$ cat config.mk
export PLATFORM = sky130hd
export DESIGN_NAME = fwd_ctrl_flat
export DESIGN_NICKNAME = d
export VERILOG_FILES = /design/src/rtl/fwd_ctrl_if.sv /design/src/rtl/fwd_ctrl.sv /design/src/flat_wrapper.sv
export SDC_FILE = /design/constraint.sdc
export NUM_CORES = 1
export LEC_CHECK = 0
export ABC_AREA = 1
export CORE_UTILIZATION = 50
export CTS_BUF_LIST = sky130_fd_sc_hd__clkbuf_8
export DETAILED_ROUTE_END_ITERATION = 6
export GPL_ROUTABILITY_DRIVEN = 0
export GPL_TIMING_DRIVEN = 0
export HOLD_SLACK_MARGIN = 0.15
export PLACE_DENSITY = 0.82
export SLEW_MARGIN = 15
export SYNTH_ARGS = -nofsm -noshare
export SYNTH_HDL_FRONTEND = slang
export SYNTH_SLANG_ARGS = --single-unit
$ cat constraint.sdc
create_clock -name clk -period 7.43 [get_ports clk]
set_clock_uncertainty 0.2 [all_clocks]
set_input_delay 1.1145 -clock clk [delete_from_list [all_inputs] [get_ports clk]]
set_output_delay 1.1145 -clock clk [all_outputs]
set_load 0.05 [all_outputs]
$ cat src/rtl/fwd_ctrl_if.sv
// Forwarding-controller bus: ID-stage instruction fields in, hazard/select/counters out.
// master = pipeline side driving ID fields, slave = fwd_ctrl.
interface fwd_ctrl_if #(
    parameter int REG_ADDR_W = 4,
    parameter int CNT_W      = 16
);
    logic                  id_valid;
    logic [REG_ADDR_W-1:0] id_rs_a;
    logic [REG_ADDR_W-1:0] id_rs_b;
    logic [REG_ADDR_W-1:0] id_rd;
    logic                  id_wr_en;
    logic                  id_is_load;
    logic                  flush;
    logic                  stall;
    logic [1:0]            ex_sel_a;
    logic [1:0]            ex_sel_b;
    logic [CNT_W-1:0]      stall_count;
    logic [CNT_W-1:0]      fwd_count;

    modport master (
        output id_valid, id_rs_a, id_rs_b, id_rd, id_wr_en, id_is_load, flush,
        input  stall, ex_sel_a, ex_sel_b, stall_count, fwd_count
    );

    modport slave (
        input  id_valid, id_rs_a, id_rs_b, id_rd, id_wr_en, id_is_load, flush,
        output stall, ex_sel_a, ex_sel_b, stall_count, fwd_count
    );
endinterface

$ cat src/rtl/fwd_ctrl.sv
// Purpose: EX operand-forwarding selects, load-use stall detection, saturating perf counters.
// Latency: ex_sel_* registered, valid 1 cycle after ID accept; stall is combinational.
// Backpressure: stall holds ID for exactly one cycle on a load-use hazard; flush overrides it.
module fwd_ctrl #(
    parameter int REG_ADDR_W = 4,
    parameter int ZERO_REG   = 1,
    parameter int CNT_W      = 16
) (
    input logic      clk,
    input logic      rst,
    fwd_ctrl_if.slave bus
);
    localparam logic [1:0] SEL_RF  = 2'b00;
    localparam logic [1:0] SEL_MEM = 2'b10;  // EX/MEM ALU result
    localparam logic [1:0] SEL_WB  = 2'b01;  // MEM/WB writeback value

    typedef struct packed {
        logic                  valid;
        logic                  wr_en;
        logic                  is_load;
        logic [REG_ADDR_W-1:0] rd;
    } stage_t;

    stage_t ex_q, mem_q, wb_q;
    stage_t id_entry, ex_nxt;

    logic [1:0]       sel_a_q, sel_b_q;
    logic [1:0]       sel_a_nxt, sel_b_nxt;
    logic [CNT_W-1:0] stall_cnt_q, fwd_cnt_q;
    logic             stall_int;
    logic             bubble;
    logic [1:0]       n_fwd;
    logic [CNT_W:0]   fwd_sum;

    function automatic logic producer_match(input stage_t s, input logic [REG_ADDR_W-1:0] r);
        return s.valid && s.wr_en && (s.rd == r) && !((ZERO_REG != 0) && (r == '0));
    endfunction

    function automatic logic [1:0] pick_sel(input stage_t ex_s, input stage_t mem_s,
                                            input logic [REG_ADDR_W-1:0] r);
        if (producer_match(ex_s, r))
            return SEL_MEM;
        else if (producer_match(mem_s, r))
            return SEL_WB;
        else
            return SEL_RF;
    endfunction

    always_comb begin
        stall_int = bus.id_valid && !bus.flush && ex_q.is_load &&
                    (producer_match(ex_q, bus.id_rs_a) || producer_match(ex_q, bus.id_rs_b));
        bubble    = !bus.id_valid || stall_int || bus.flush;

        id_entry.valid   = 1'b1;
        id_entry.wr_en   = bus.id_wr_en;
        id_entry.is_load = bus.id_is_load;
        id_entry.rd      = bus.id_rd;
        ex_nxt           = bubble ? '0 : id_entry;

        sel_a_nxt = bubble ? SEL_RF : pick_sel(ex_q, mem_q, bus.id_rs_a);
        sel_b_nxt = bubble ? SEL_RF : pick_sel(ex_q, mem_q, bus.id_rs_b);

        n_fwd   = {1'b0, sel_a_nxt != SEL_RF} + {1'b0, sel_b_nxt != SEL_RF};
        fwd_sum = {1'b0, fwd_cnt_q} + {{(CNT_W-1){1'b0}}, n_fwd};
    end

    always_ff @(posedge clk) begin
        if (rst) begin
            ex_q        <= '0;
            mem_q       <= '0;
            wb_q        <= '0;
            sel_a_q     <= SEL_RF;
            sel_b_q     <= SEL_RF;
            stall_cnt_q <= '0;
            fwd_cnt_q   <= '0;
        end else begin
            wb_q    <= mem_q;
            mem_q   <= ex_q;
            ex_q    <= ex_nxt;
            sel_a_q <= sel_a_nxt;
            sel_b_q <= sel_b_nxt;
            if (stall_int && (stall_cnt_q != '1))
                stall_cnt_q <= stall_cnt_q + 1'b1;
            // Carry out of the widened sum means the counter would wrap: clamp instead.
            fwd_cnt_q <= fwd_sum[CNT_W] ? '1 : fwd_sum[CNT_W-1:0];
        end
    end

    assign bus.stall       = stall_int;
    assign bus.ex_sel_a    = sel_a_q;
    assign bus.ex_sel_b    = sel_b_q;
    assign bus.stall_count = stall_cnt_q;
    assign bus.fwd_count   = fwd_cnt_q;

endmodule
$ cat src/flat_wrapper.sv
// flat-port wrapper written by rule: the top's interface ports become plain ports
module fwd_ctrl_flat 
#(
    parameter int REG_ADDR_W = 4,
    parameter int ZERO_REG   = 1,
    parameter int CNT_W      = 16
)
  (clk, rst, bus_id_valid, bus_id_rs_a, bus_id_rs_b, bus_id_rd, bus_id_wr_en, bus_id_is_load, bus_flush, bus_stall, bus_ex_sel_a, bus_ex_sel_b, bus_stall_count, bus_fwd_count);
  fwd_ctrl_if #(.REG_ADDR_W(REG_ADDR_W), .CNT_W(CNT_W)) bus_i ();
  input logic clk;
  input logic rst;
  input wire logic [$bits(bus_i.id_valid)-1:0] bus_id_valid;
  input wire logic [$bits(bus_i.id_rs_a)-1:0] bus_id_rs_a;
  input wire logic [$bits(bus_i.id_rs_b)-1:0] bus_id_rs_b;
  input wire logic [$bits(bus_i.id_rd)-1:0] bus_id_rd;
  input wire logic [$bits(bus_i.id_wr_en)-1:0] bus_id_wr_en;
  input wire logic [$bits(bus_i.id_is_load)-1:0] bus_id_is_load;
  input wire logic [$bits(bus_i.flush)-1:0] bus_flush;
  output wire logic [$bits(bus_i.stall)-1:0] bus_stall;
  output wire logic [$bits(bus_i.ex_sel_a)-1:0] bus_ex_sel_a;
  output wire logic [$bits(bus_i.ex_sel_b)-1:0] bus_ex_sel_b;
  output wire logic [$bits(bus_i.stall_count)-1:0] bus_stall_count;
  output wire logic [$bits(bus_i.fwd_count)-1:0] bus_fwd_count;
  assign bus_i.id_valid = bus_id_valid;
  assign bus_i.id_rs_a = bus_id_rs_a;
  assign bus_i.id_rs_b = bus_id_rs_b;
  assign bus_i.id_rd = bus_id_rd;
  assign bus_i.id_wr_en = bus_id_wr_en;
  assign bus_i.id_is_load = bus_id_is_load;
  assign bus_i.flush = bus_flush;
  assign bus_stall = bus_i.stall;
  assign bus_ex_sel_a = bus_i.ex_sel_a;
  assign bus_ex_sel_b = bus_i.ex_sel_b;
  assign bus_stall_count = bus_i.stall_count;
  assign bus_fwd_count = bus_i.fwd_count;
  fwd_ctrl #(.REG_ADDR_W(REG_ADDR_W), .ZERO_REG(ZERO_REG), .CNT_W(CNT_W)) u_core (.clk(clk), .rst(rst), .bus(bus_i));
endmodule
Word level (Yosys, flattened, before mapping) --
Index checks and enable logic that the tools add are counted.
Storage, ports and cells: output and inout port bits 37, bits in latches 0, flip-flop bits (word level) 49, word-level logic and storage cells 53, memories 0, bits in read-only memories 0, memory bits (writable) 0
Operators by class: reduce and logical (&&, ||, !) cells 26, mux-type cells 8, divide/modulo/power cells 0, $add $sub $neg 3, equal/unequal tests 5, order comparisons 0, multiply operators 0, bitwise logic cells 0, shifts and indexed selects 0
Operators with widths (number):
- $add A16 B2 Y17 | 1
- $add A16 B1 Y16 const B | 1
- $eq A4 B4 Y1 | 4
- $mux W16 | 1
- $ne A16 B16 Y1 const B | 1
- $logic_and A1 B1 Y1 | 14
- $logic_not A4 Y1 | 2
- $mux W2 | 4
- $mux W7 | 1
- $logic_not A1 Y1 | 4
- $reduce_bool A2 Y1 | 2
- $logic_or A1 B1 Y1 | 3
- $add A1 B1 Y2 | 1
- $mux W1 | 2
- $reduce_or A2 Y1 | 1

Logic depth before layout (Yosys ltp) --
word-level depth 12, mapped depth 21, gate-level depth less buffers 21

Worst setup path after synthesis --
Ideal clock, no wire load.
path type input to register, start point input bus_id_rs_a[0], end point register u_core.fwd_cnt_q[15] (netlist: u_core.bus.fwd_count[15]), path buffers 0, cell stages on the path 18, path slack 4.034 ns, data arrival time 3.140 ns, path through inv_1 -> nor2_1 -> nor3_1 -> nand3_1 -> o21ai_0 -> nand3_1 -> fa_1 -> inv_1 -> ha_1 -> nand2_1 -> inv_1 -> nand2_2 -> nor2_2 -> nand4_1 -> and2_1 -> nand2_1 -> nand2_1 -> inv_1
On the way: cells in the longest elaborated chain, start to end 12, elaborated cells on any way between the ends 21, those cells by class add/sub: 2; eq/ne: 2; mux: 5; reduce/logical: 12
RTL lines:
- start, declared | line flat_wrapper.sv:13 | input wire logic [$bits(bus_i.id_rs_a)-1:0] bus_id_rs_a;
- $eq A4 B4 Y1 or $logic_not A4 Y1 (tied branches) | line fwd_ctrl.sv:36 | return s.valid && s.wr_en && (s.rd == r) && !((ZERO_REG != 0) && (r == '0));
- $logic_and A1 B1 Y1 or $logic_not A1 Y1 (tied branches) | line fwd_ctrl.sv:36
- $logic_and A1 B1 Y1 | line fwd_ctrl.sv:36
- $logic_or A1 B1 Y1 | line fwd_ctrl.sv:51 | (producer_match(ex_q, bus.id_rs_a) || producer_match(ex_q, bus.id_rs_b));
- $logic_and A1 B1 Y1 | line fwd_ctrl.sv:50 | stall_int = bus.id_valid && !bus.flush && ex_q.is_load &&
- $logic_or A1 B1 Y1 (2 in a row) | line fwd_ctrl.sv:52 | bubble = !bus.id_valid || stall_int || bus.flush;
- $mux W2 (on tied branches) | line fwd_ctrl.sv:60, fwd_ctrl.sv:61
- $reduce_bool A2 Y1 | line fwd_ctrl.sv:63 | n_fwd = {1'b0, sel_a_nxt != SEL_RF} + {1'b0, sel_b_nxt != SEL_RF};
- $add A1 B1 Y2 * | line fwd_ctrl.sv:63
- $add A16 B2 Y17 * | line fwd_ctrl.sv:64 | fwd_sum = {1'b0, fwd_cnt_q} + {{(CNT_W-1){1'b0}}, n_fwd};
- $mux W16 * | line fwd_ctrl.sv:85 | fwd_cnt_q <= fwd_sum[CNT_W] ? '1 : fwd_sum[CNT_W-1:0];
- end signal, assigned | line fwd_ctrl.sv:85
- end, declared | line fwd_ctrl.sv:29 | logic [CNT_W-1:0] stall_cnt_q, fwd_cnt_q;
Every way passes the cells marked *; elsewhere a longest branch is shown, timed or not. A chain may end at the register's enable or synchronous reset.

Worst setup path in the final report --
start point input bus_id_rs_a[3], end point output bus_stall
On the way: cells in the longest elaborated chain, start to end 5, elaborated cells on any way between the ends 7, those cells by class eq/ne: 1; reduce/logical: 6
RTL lines:
- $eq A4 B4 Y1 or $logic_not A4 Y1 (tied branches) | line fwd_ctrl.sv:36
- $logic_and A1 B1 Y1 or $logic_not A1 Y1 (tied branches) | line fwd_ctrl.sv:36
- $logic_and A1 B1 Y1 * | line fwd_ctrl.sv:36
- $logic_or A1 B1 Y1 * | line fwd_ctrl.sv:51
- $logic_and A1 B1 Y1 * | line fwd_ctrl.sv:50
- end, declared | line flat_wrapper.sv:19 | output wire logic [$bits(bus_i.stall)-1:0] bus_stall;
Marked as above.

==> results.json <==
{
  "status": "complete, no violations",
  "cts_resized": 0,
  "layout.cell_area.non_filler_um2": 3498,
  "grt_pass1_wl_mm": 10.81,
  "drt_drc_violations_left": 0,
  "synth_cells": 410,
  "startpoint_type": "primary input",
  "synth.top_cell.area_share": 0.3524,
  "drtPass1Iterations": 4,
  "clk_pin_slew_worst_paths_ps": 90,
  "grt_max_degree": 16,
  "finalSetupViolCount": 0,
  "place_ws_ps": 2877,
  "drv_slew": 0,
  "start_util": 0.5315,
  "synth_seq_cells": 49,
  "num_antenna_cells": 0,
  "utilization": 0.6679,
  "use_met1": 0.2614,
  "antenna_found_initial": 0,
  "rows": 26,
  "first_global_vias": 2511,
  "die_area_um2": 5870,
  "p_int_uw": 342.8,
  "hold_violations": 0,
  "clockRootBuffer": "clkbuf_8",
  "power_switching_uw": 106.7,
  "p_clk_frac": 0.343,
  "crit_arrival_ps": 3250,
  "grt.busiest_layer": "met2",
  "setup.worst_path.class": "in2out",
  "tns_ps": 0,
  "cts_buffers": 5,
  "synth_ff_type": "dfxtp_1",
  "antenna_left": 0,
  "grt-ovfl-total": 0,
  "ys_seq_area_frac": 0.3524,
  "clock-sinks": 49,
  "placed_area_um2": 3412,
  "synth_edf_count": 0,
  "synth_area_um2": 2784,
  "yosys_warnings": 0,
  "cts_tree": "yes",
  "yosys-top-cells-area": "dfxtp_1 (35%), nand2_1 (13%), inv_1 (9.7%)",
  "drive_gt1_frac": 0.09958,
  "switching_share": 0.2373,
  "yosysTopAreaCell": "dfxtp_1",
  "pwr-share-comb": 0.067,
  "die_w_um": 76.62,
  "coreArea_um2": 5238,
  "hpwlAfterDp_mm": 4.683,
  "finalCriticalPeriod_ps": 4568,
  "setup_slack_ps": 2862,
  "synth_cell_type_count": 38,
  "power_uw": 449.5,
  "die_y_um": 76.62,
  "grt.total_usage": 0.2260,
  "seqPwrFrac": 0.590,
  "maxCapViolCount": 0,
  "p_per_area_nw_per_um2": 128.5,
  "vias": 2662,
  "met2_usage": 0.4270,
  "fmax_ghz": 0.2189,
  "drtIter0Drc": 158,
  "rsz0062_at_grt": "false",
  "final_nets": 492,
  "hp-class": "reg2reg",
  "cts_max_path_buffers": 2,
  "fin_crit_sh": 0.6148,
  "path_max_fanout": 5,
  "post_cts.repair.setup_buffers": 0,
  "cts_max_level": 2,
  "critPathCaptureType": "output pin",
  "io_buffers": 54,
  "leakagePower_nw": 1.543,
  "async_flop_share": 0,
  "required_ps": 6120,
  "via_per_inst": 4.911,
  "wl_per_cell_um": 11.49,
  "use_met3": 0.04192,
  "postSynthNetCount": 431,
  "ctsHoldBuffers": 0,
  "insertion_delay_ps": 300,
  "tightest_slew_ps": 506.2,
  "ios": 55,
  "routed_wl_mm": 6.227,
  "area.growth.synth_to_final_pct": 25.66,
  "rrSetupSlack_ps": 4490,
  "relSlewSlack": 0.6615,
  "avgSynthCellArea_um2": 6.790,
  "max-vdd-ir-drop_v": 0.00009019
}
==> state kept, by name (all words and copies together), names as in the netlist <==
name / cells
u_core.bus.ex_sel_a: 2
u_core.bus.ex_sel_b: 2
u_core.bus.fwd_count: 16
u_core.bus.stall_count: 16
u_core.ex_q: 7
u_core.mem_q: 6
==> placed cells by master, fill, tap and decap left out, types with 9 or more instances in the layout <==
master / count
nand2_1: 100
inv_1: 72
nor2_1: 54
clkdlybuf4s50_1: 54
dfxtp_1: 49
a21oi_1: 21
nand4_1: 18
nand3_1: 13
xor2_1: 12
nor2_2: 9
nand3_2: 9
==> per-layer routing <==
layer / vias to the layer above / part of all wire
met1: 1188 / 0.43
met4: 0 / 0.0093
met5: - / 0
met3: 6 / 0.048
li1: 1396 / -
met2: 72 / 0.51
==> final timing paths <==
check | startpoint | endpoint | cells after the start
setup / recovery | bus_id_rs_a[3] | bus_stall | 10
hold / removal | u_core.ex_q[5]$_SDFF_PP0_ | u_core.mem_q[5]$_SDFF_PP0_ | 2
setup reg to reg | u_core.ex_q[2]$_SDFF_PP0_ | u_core.bus.fwd_count[15]$_SDFF_PP0_ | 21
hold reg to reg | u_core.ex_q[5]$_SDFF_PP0_ | u_core.mem_q[5]$_SDFF_PP0_ | 2
==> worst max-delay path: stages <==
cell	delay (ps)
clkdlybuf4s50_1	590
inv_1	80
nand2_1	70
nand2_1	80
nor2_4	100
nand3_4	110
nand2_4	130
nand2_2	80
inv_1	90
clkdlybuf4s50_1	800
==> Yosys cell counts (2+ instances only) <==
cell type	n
xor2_1	12
nand3_2	9
nand4_1	18
nand4_2	2
nand2_1	100
nor3_1	6
nand3_1	13
clkbuf_1	2
nand3b_1	2
nand2_2	3
a21oi_1	21
inv_1	72
nor2_1	54
buf_2	3
o22ai_1	2
nor2_2	9
xnor2_1	4
inv_2	4
ha_1	2
o21ai_0	6
dfxtp_1	49
==> per-stage QoR <==
stage / hold slack, ps / std cells
after floorplan: 203.1 / 410
after global placement: 208.5 / 534
after detailed placement: 213.0 / 534
after CTS: 225.7 / 542
after global routing: 256.4 / 542
final: 224.6 / 542
==> power groups by stage <==
stage | combinational (mW) | sequential, mW | clock (mW)
after floorplan | 0.0150 | 0.271 | 0
after global placement | 0.0294 | 0.271 | 0
after detailed placement | 0.0301 | 0.271 | 0
after CTS | 0.0304 | 0.265 | 0.157
after global routing | 0.0334 | 0.265 | 0.168
final | 0.0303 | 0.265 | 0.154
==> logic make-up after synthesis <==
group	Yosys count	share of synthesized area
flip-flops	49	0.3524
adder cells (fa/ha/maj)	3	0.01618
XOR/XNOR	16	0.05034
buffers and inverters	85	0.1240
AO/OA/AOI/OAI	34	0.06517
AND/OR/NAND/NOR	223	0.3919
==> area by class of cell <==
| type | count | area (um^2) |
|---|---|---|
| fill | 472 | 1739 |
| multi-input combinational | 276 | 1458 |
| sequential | 49 | 980.9 |
| timing repair buffer | 54 | 540.5 |
| inverter | 76 | 285.3 |
| tap | 70 | 87.58 |
| clock buffer | 5 | 68.82 |
| buffer | 9 | 60.06 |
| clock inverter | 3 | 17.52 |
(Power assumes the default switching activity.)
